[src/rtl/mdio_responder.sv]
// mdio_responder: PHY-side decoder for the 32-bit MDIO management frame.
// MDC is oversampled on clk; bits are taken on MDC rise, responder drive
// changes on MDC fall. Writes go to a local register file through a one-clk
// strobe, reads return REG_RD_DATA captured once per frame.
module mdio_responder #(
  parameter logic [4:0] PHY_ADDR = 5'd1
) (
  input  logic        clk,
  input  logic        reset,
  input  logic        MDC,
  input  logic        MDIO_OUT,
  input  logic        MDIO_OE,
  output logic        MDIO_IN,
  output logic        MDIO_IN_OE,
  output logic [4:0]  REG_ADDR,
  output logic [15:0] REG_WR_DATA,
  output logic        REG_WR_STB,
  input  logic [15:0] REG_RD_DATA,
  output logic        BUSY,
  output logic        FRAME_ERR
);

  typedef enum logic [2:0] {
    IDLE,
    START,
    HEADER,
    TA,
    WR_DATA,
    RD_DATA,
    SKIP
  } state_e;

  state_e      state_q, state_d;
  logic        mdc_q;
  logic [4:0]  cnt_q, cnt_d;
  logic [14:0] shift_q, shift_d;
  logic [15:0] rdShift_q, rdShift_d;
  logic        isRead_q, isRead_d;
  logic        rdLast_q, rdLast_d;
  logic        mdioIn_q, mdioIn_d;
  logic        mdioInOe_q, mdioInOe_d;
  logic [4:0]  regAddr_q, regAddr_d;
  logic [15:0] wrData_q, wrData_d;
  logic        wrStb_q, wrStb_d;
  logic        busy_q, busy_d;
  logic        frameErr_q, frameErr_d;

  logic        rise;
  logic        fall;
  logic [1:0]  lastTwo;
  logic [14:0] shiftIn;

  assign rise    = MDC & ~mdc_q;
  assign fall    = ~MDC & mdc_q;
  // previous sampled bit and the bit on the wire right now (OP or TA pair)
  assign lastTwo = {shift_q[0], MDIO_OUT};
  assign shiftIn = {shift_q[13:0], MDIO_OUT};

  // State and output registers; reset forces every output low immediately.
  always_ff @(posedge clk or negedge reset) begin
    if (!reset) begin
      state_q    <= IDLE;
      mdc_q      <= 1'b0;
      cnt_q      <= 5'd0;
      shift_q    <= 15'd0;
      rdShift_q  <= 16'd0;
      isRead_q   <= 1'b0;
      rdLast_q   <= 1'b0;
      mdioIn_q   <= 1'b0;
      mdioInOe_q <= 1'b0;
      regAddr_q  <= 5'd0;
      wrData_q   <= 16'd0;
      wrStb_q    <= 1'b0;
      busy_q     <= 1'b0;
      frameErr_q <= 1'b0;
    end else begin
      state_q    <= state_d;
      mdc_q      <= MDC;
      cnt_q      <= cnt_d;
      shift_q    <= shift_d;
      rdShift_q  <= rdShift_d;
      isRead_q   <= isRead_d;
      rdLast_q   <= rdLast_d;
      mdioIn_q   <= mdioIn_d;
      mdioInOe_q <= mdioInOe_d;
      regAddr_q  <= regAddr_d;
      wrData_q   <= wrData_d;
      wrStb_q    <= wrStb_d;
      busy_q     <= busy_d;
      frameErr_q <= frameErr_d;
    end
  end

  // Frame decoder: cnt_q holds the index of the next bit expected on a rise.
  always_comb begin
    state_d    = state_q;
    cnt_d      = cnt_q;
    shift_d    = shift_q;
    rdShift_d  = rdShift_q;
    isRead_d   = isRead_q;
    rdLast_d   = rdLast_q;
    mdioIn_d   = mdioIn_q;
    mdioInOe_d = mdioInOe_q;
    regAddr_d  = regAddr_q;
    wrData_d   = wrData_q;
    wrStb_d    = 1'b0;
    busy_d     = busy_q;
    frameErr_d = 1'b0;

    case (state_q)
      IDLE: begin
        cnt_d    = 5'd0;
        rdLast_d = 1'b0;
        if (rise && MDIO_OE && !MDIO_OUT) begin
          state_d = START;
          cnt_d   = 5'd1;
          busy_d  = 1'b1;
        end
      end

      START: begin
        if (rise && MDIO_OUT) begin
          state_d = HEADER;
          cnt_d   = 5'd2;
        end
      end

      HEADER: begin
        if (rise) begin
          shift_d = shiftIn;
          cnt_d   = cnt_q + 5'd1;
          if (cnt_q == 5'd3) begin
            if (lastTwo == 2'b01) begin
              isRead_d = 1'b0;
            end else if (lastTwo == 2'b10) begin
              isRead_d = 1'b1;
            end else begin
              frameErr_d = 1'b1;
              state_d    = SKIP;
            end
          end else if (cnt_q == 5'd13) begin
            regAddr_d = {shift_q[3:0], MDIO_OUT};
            if (shift_q[8:4] != PHY_ADDR) begin
              state_d = SKIP;
            end else begin
              state_d = TA;
            end
          end
        end
      end

      TA: begin
        if (rise) begin
          shift_d = shiftIn;
          cnt_d   = cnt_q + 5'd1;
          if (cnt_q == 5'd15 && !isRead_q) begin
            if (lastTwo == 2'b10) begin
              state_d = WR_DATA;
            end else begin
              frameErr_d = 1'b1;
              state_d    = SKIP;
            end
          end
        end else if (fall && isRead_q && cnt_q == 5'd15) begin
          rdShift_d  = REG_RD_DATA;
          mdioInOe_d = 1'b1;
          mdioIn_d   = 1'b0;
          state_d    = RD_DATA;
        end
      end

      WR_DATA: begin
        if (rise) begin
          shift_d = shiftIn;
          if (cnt_q == 5'd31) begin
            wrData_d = {shift_q, MDIO_OUT};
            wrStb_d  = 1'b1;
            busy_d   = 1'b0;
            cnt_d    = 5'd0;
            state_d  = IDLE;
          end else begin
            cnt_d = cnt_q + 5'd1;
          end
        end
      end

      RD_DATA: begin
        if (rise) begin
          if (cnt_q == 5'd31) begin
            rdLast_d = 1'b1;
          end else begin
            cnt_d = cnt_q + 5'd1;
          end
        end else if (fall) begin
          if (rdLast_q) begin
            mdioInOe_d = 1'b0;
            mdioIn_d   = 1'b0;
            busy_d     = 1'b0;
            rdLast_d   = 1'b0;
            cnt_d      = 5'd0;
            state_d    = IDLE;
          end else begin
            mdioIn_d  = rdShift_q[15];
            rdShift_d = {rdShift_q[14:0], 1'b0};
          end
        end
      end

      SKIP: begin
        if (rise) begin
          if (cnt_q == 5'd31) begin
            busy_d  = 1'b0;
            cnt_d   = 5'd0;
            state_d = IDLE;
          end else begin
            cnt_d = cnt_q + 5'd1;
          end
        end
      end

      default: begin
        state_d = IDLE;
      end
    endcase
  end

  assign MDIO_IN     = mdioIn_q;
  assign MDIO_IN_OE  = mdioInOe_q;
  assign REG_ADDR    = regAddr_q;
  assign REG_WR_DATA = wrData_q;
  assign REG_WR_STB  = wrStb_q;
  assign BUSY        = busy_q;
  assign FRAME_ERR   = frameErr_q;

endmodule
[config.mk]
export PLATFORM = sky130hd
export DESIGN_NAME = mdio_responder
export DESIGN_NICKNAME = d
export VERILOG_FILES = /design/src/rtl/mdio_responder.sv
export SDC_FILE = /design/constraint.sdc
export NUM_CORES = 1
export LEC_CHECK = 0
export BUFFER_PORTS_ARGS = -buffer_cell sky130_fd_sc_hd__clkbuf_2
export CORE_UTILIZATION = 40
export CTS_BUF_LIST = sky130_fd_sc_hd__clkbuf_8
export DETAILED_ROUTE_END_ITERATION = 7
export PLACE_DENSITY = 0.68
export SKIP_LAST_GASP = 1
export SYNTH_ARGS = -nofsm -noshare
export SYNTH_HDL_FRONTEND = slang
export SYNTH_SLANG_ARGS = --single-unit
[constraint.sdc]
create_clock -name clk -period 3.4 [get_ports clk]
set_input_delay 0.51 -clock clk [delete_from_list [all_inputs] [get_ports clk]]
set_output_delay 0.51 -clock clk [all_outputs]
set_load 0.1 [all_outputs]
## Yosys cells after proc, flatten, opt, wreduce, memory -nomap -nowiden

Cells that the tools add are included.

| word-level totals | value |
|---|---|
| register bits after elaboration | 68 |
| input bits | 21 |
| output and inout bits | 26 |
| word-level logic and storage cells | 148 |

| operators by class | value |
|---|---|
| $add $sub $neg | 1 |
| equal/unequal tests | 34 |
| multiplexer cells | 66 |
| bitwise gates (word level) | 5 |
| reductions and logical operators | 28 |

Operator list:

| cell | number |
|---|---|
| $mux 16 | 5 |
| $mux 3 | 16 |
| $mux 5 | 8 |
| $pmux 16 s2 | 1 |
| $mux 1 | 28 |
| $ne 3x3->1 const B | 9 |
| $pmux 5 s5 | 1 |
| $ne 2x2->1 const B | 9 |
| $pmux 3 s6 | 1 |
| $reduce_and 7->1 | 2 |
| $reduce_and 13->1 | 1 |
| $reduce_and 6->1 | 2 |
| $eq 5x4->1 const B | 2 |
| $eq 3x3->1 const B | 3 |
| $pmux 1 s2 | 4 |
| $reduce_and 4->1 | 2 |
| $eq 3x2->1 const B | 2 |
| $logic_and 1x1->1 | 6 |
| $ne 2x1->1 const B | 3 |
| $reduce_and 3->1 | 2 |
| $reduce_bool 2->1 | 3 |
| $add 5x1->5 const B | 1 |
| $eq 5x2->1 const B | 1 |
| $eq 5x5->1 const B | 1 |
| other kinds (16) | 21 |

## Logic depth before layout (Yosys ltp)

| depth | value |
|---|---|
| word-level depth | 7 |
| mapped depth | 9 |
| gate-level depth less buffers | 8 |

## Worst setup path before layout

No wires, ideal clock.

| path | value |
|---|---|
| path type | register to register |
| start | register cnt_q[0] |
| end | register cnt_q[0] |
| library setup time | 0.125 ns |
| data arrival time | 2.192 ns |
| data required time | 3.275 ns |
| path slack | 1.083 ns |
| cell stages (with the launch flop) | 9 |
| buffers on the path | 0 |
| period minus slack after synthesis | 2.317 ns |
| cell sequence | dfrtp_1 > ha_1 > and3_2 > ha_1 > and2_1 > o31a_1 > a2bb2oi_1 > nor2_1 > mux2_2 |

| on the way | value |
|---|---|
| word-level cells in the longest chain between the ends | 4 |
| elaborated cells on any way between the ends | 10 |
| classes of those cells | add/sub (1); eq/ne (2); mux (6); reduce/logical (1) |

Ends and longest elaborated chain:

| item | RTL line | source |
|---|---|---|
| start, declared | 35 | `logic [4:0] cnt_q, cnt_d;` |
| start signal, assigned | 79 | `cnt_q <= cnt_d;` |
| $add 5x1->5 or $eq 5x5->1 (tied branches) | - |  |
| $mux 5 (on tied branches) | 175, 211, 189 |  |
| $mux 5 (on tied branches) | 173, 188 |  |
| $pmux 5 s5 | 110 | `case (state_q)` |

Several ways; a longest one is shown, not always the timed one. The select of a mux whose other input is x is not followed.
A chain may end at the register's enable or synchronous reset.

## Worst setup path after layout

| path | value |
|---|---|
| start | register cnt_q[0] |
| end | register cnt_q[4] |

The elaborated chain is that of the path after synthesis.

==> metrics.txt <==
flops & latches, synth=68; final-report hold violation count=0; setup fix buffers added after clock tree synthesis=0; number of warnings issued by yosys=0; number of rows created at floorplan=32; I/O pins=47; static leakage=0.001876 uW; deepest level of the CTS H-tree=3; final critical path time including I/O delays and setup=2.573 ns; initial detailed-routing violation count=216; Hold Buf Count CTS=0; part of the cycle the worst path needs=between 70% and 80%; TritonCTS buffer count=9; total negative slack=0 ns; Data arrival, critical path=between 2 and 3 ns; nets in the synthesized netlist=359; crit path max-delay cell type=sky130_fd_sc_hd__dfrtp_1; Antenna Diode Count=0; routed vias/inst=roughly 5.2; most common library cells after synthesis=sky130_fd_sc_hd__nand2_1, sky130_fd_sc_hd__dfrtp_1, sky130_fd_sc_hd__mux2_2, sky130_fd_sc_hd__nor2_1, sky130_fd_sc_hd__a31oi_1; sw frac=42.06%; Power, Total=around 3100 uW; TritonCTS clock tree=built; estimated wirelength of the detail-placed design=between 4000 and 5000 um; DP Worst Slack=between 0.7 and 0.8 ns; DRC=0; area share of the largest cell type after synthesis=between 50 and 60%; Final nets=approximately 400; pwr dens=approximately 830 nW/um2; maximum number of pins on one net before global-route repair=between 40 and 50; peak clock frequency supported by timing=just under 400 MHz; async set-reset flop share out of synthesis=100.0%; post-synthesis cell type count=~50; unrepaired setup endpoints after global routing=false; clock latency on the worst-skew pair=about 0.35 ns; fraction of power consumed by the clock network=21.5%; worst path setup slack after routing=0.8265 ns; clock-pin slew on the worst setup and hold paths=around 0.080 ns; internal power consumption=between 1500 and 2000 uW; Worst VDD drop=between 0.2 and 0.3 mV; vias in the first global route=between 2000 and 3000; total routing resource utilization after global routing=roughly 17%; Die X=just over 90 um; post-synthesis average cell area=between 9 and 10 um2; ratio of cells with drive above 1 in the final layout=about a quarter; Starting Density=41.79%; final max-slew violation count=0; count of max-cap constraint violations=0; Top FF cell, synth=sky130_fd_sc_hd__dfrtp_1; post-route antenna net violation count=0; number of flops mapped to enable cells by yosys=0; worst slew margin relative to its limit=between 30% and 40%; kind of path behind the tightest hold check=in2async; endpoint kind of the worst setup timing path=flip-flop; sequential share of power=between 40% and 50%; most frequently used cell type in the post-synthesis netlist=sky130_fd_sc_hd__nand2_1; synthesis-to-layout area growth=15.22%; worst-case clock buffer depth=2; Post-CTS Resized=0; fraction of the yosys area taken by sequential cells=51.89%; number of instances in the synthesized netlist=330; setup skew after layout=approximately 0.013 ns; required time at the endpoint of the critical path=3.63 ns; main area contributors after synthesis=sky130_fd_sc_hd__dfrtp_1, sky130_fd_sc_hd__nand2_1, sky130_fd_sc_hd__mux2_2; Startpoint Class=flip-flop; Final setup violation count=0; routed vias=about 2500; dominant cell type by area after synthesis=sky130_fd_sc_hd__dfrtp_1; area enclosed by the die boundary=between 8000 and 9000 um2; run status=completed; peak fanout along the critical path=5; critical path class=reg2reg; number of input and output port buffers inserted=46; netlist area before placement=around 3300 um2; DRT Wirelength=around 6700 um; net switching component of the power=about 1300 uW; standard cell core area=around 8000 um2; WHS=0.3081 ns; number of antenna violations at the first check in global routing=0; global-route wire length before repair=approximately 12000 um; detailed-routing iteration count for the pre-antenna-repair pass=4; share of total power in combinational logic=36.7%; routed len/inst=13.96 um; critical path cell sequence=ha_1 > and3_2 > ha_1 > and2_1 > o31a_1 > a2bb2oi_1 > nor2_1 > mux2_2; delay of the slowest cell on the worst path=between 0.4 and 0.5 ns; CTS Root Cell=sky130_fd_sc_hd__clkbuf_8; Tightest Pin Transition=a little over 0.9 ns; Remaining Overflow, GRT=0; crit-path most repeated cell=sky130_fd_sc_hd__ha_1; number of sinks on the clock net=a little under 70; die height=slightly above 90 um; last weighted congestion value of the routability-driven placer=roughly 0.83
[metal layers]
metal / GRT usage, % / part of all wire, % / vias to the layer above
met1: 22.18 / 46 / 1201
met2: 27.53 / 47 / 75
li1: - / - / 1232
met3: 4.516 / 5.3 / 14
met5: 0 / 0 / -
met4: 7.813 / 2.4 / 0
[cell type report]
type,count,area (um2)
well taps,102,127.6
multi-input cells,229,1419
inverters,17,63.81
fillers,738,4069
flip-flops and latches,68,1702
clock inverters,7,82.58
repair buffers,50,260.3
clock buffers,9,123.9
[stage by stage]
stage          cell area, um2  util [%]  instances
2_1_floorplan            3279         -        330
3_3_place_gp             3572     45.52        466
3_5_place_dp             3572     45.52        466
4_1_cts                  3779     48.15        482
5_1_grt                  3779     48.15        482
6_report                 3779     48.15        482
[final timing paths]
| check | startpoint | to | slack, ns | depth (start not counted) |
|---|---|---|---|---|
| setup / recovery | cnt_q[0]$_DFFE_PN0P_ | cnt_q[4]$_DFFE_PN0P_ | 0.83 | 8 |
| hold reg to reg | REG_WR_DATA[14]$_DFFE_PN0P_ | REG_WR_DATA[14]$_DFFE_PN0P_ | 0.48 | 2 |
| min in group clk | MDC | mdc_q$_DFF_PN0_ | 0.31 | 1 |
| setup reg to reg | cnt_q[0]$_DFFE_PN0P_ | cnt_q[4]$_DFFE_PN0P_ | 0.83 | 8 |
| hold / removal | reset | rdLast_q$_DFFE_PN0P_ | 0.31 | 1 |
| max in group asynchronous | reset | REG_ADDR[4]$_DFFE_PN0P_ | 2.34 | 2 |
[power by group through the flow]
stage          clock (uW)  sequential, uW  combinational [uW]
3_3_place_gp            0            1320                1130
3_5_place_dp            0            1330                1150
4_1_cts               698            1310                1160
6_report              677            1320                1150
2_1_floorplan           0            1510                 747
5_1_grt               744            1360                1270
[cells in the final DEF, fill, tap and decap left out, types with 2 or more instances in the layout]
cell type,n
sky130_fd_sc_hd__a21oi_1,6
sky130_fd_sc_hd__a2bb2oi_1,2
sky130_fd_sc_hd__a31oi_1,17
sky130_fd_sc_hd__and3b_1,2
sky130_fd_sc_hd__buf_4,4
sky130_fd_sc_hd__clkbuf_2,45
sky130_fd_sc_hd__clkbuf_8,9
sky130_fd_sc_hd__clkinv_4,4
sky130_fd_sc_hd__dfrtp_1,68
sky130_fd_sc_hd__ha_1,8
sky130_fd_sc_hd__inv_1,15
sky130_fd_sc_hd__inv_6,2
sky130_fd_sc_hd__mux2_2,25
sky130_fd_sc_hd__nand2_1,77
sky130_fd_sc_hd__nand2b_1,2
sky130_fd_sc_hd__nand3_1,8
sky130_fd_sc_hd__nand3b_1,2
sky130_fd_sc_hd__nor2_1,25
sky130_fd_sc_hd__nor3_1,3
sky130_fd_sc_hd__nor3b_1,2
sky130_fd_sc_hd__nor4_1,2
sky130_fd_sc_hd__o21a_1,2
sky130_fd_sc_hd__o21ai_0,15
sky130_fd_sc_hd__o2bb2ai_1,2
sky130_fd_sc_hd__o31ai_1,4
[registers in the layout, summed over array words and instances (netlist names), 3 cells and up]
signal       count
REG_ADDR         5
REG_WR_DATA     16
cnt_q            5
rdShift_q       16
shift_q         15
state_q          3
[kinds of logic (layout without fill, tap and decap cells)]
family,Yosys count,count (layout),synth area share (%)
buffers and inverters,33,83,4.845
AO/OA/AOI/OAI,59,59,12.32
AND/OR/NAND/NOR,136,136,19.00
flip-flops,68,68,51.89
adder cells (fa/ha/maj),8,8,3.052
multiplexers,26,26,8.890
[critical path, delay by kind of cell (launching register included)]
kind	cells	cell delay, ns
adders and majority gates	2	0.46
and+or+nand+nor	3	0.79
muxes	1	0.39
DFF	1	0.43
AOI/OAI and AO/OA	2	0.40
Power figures use the tool's default switching activity.
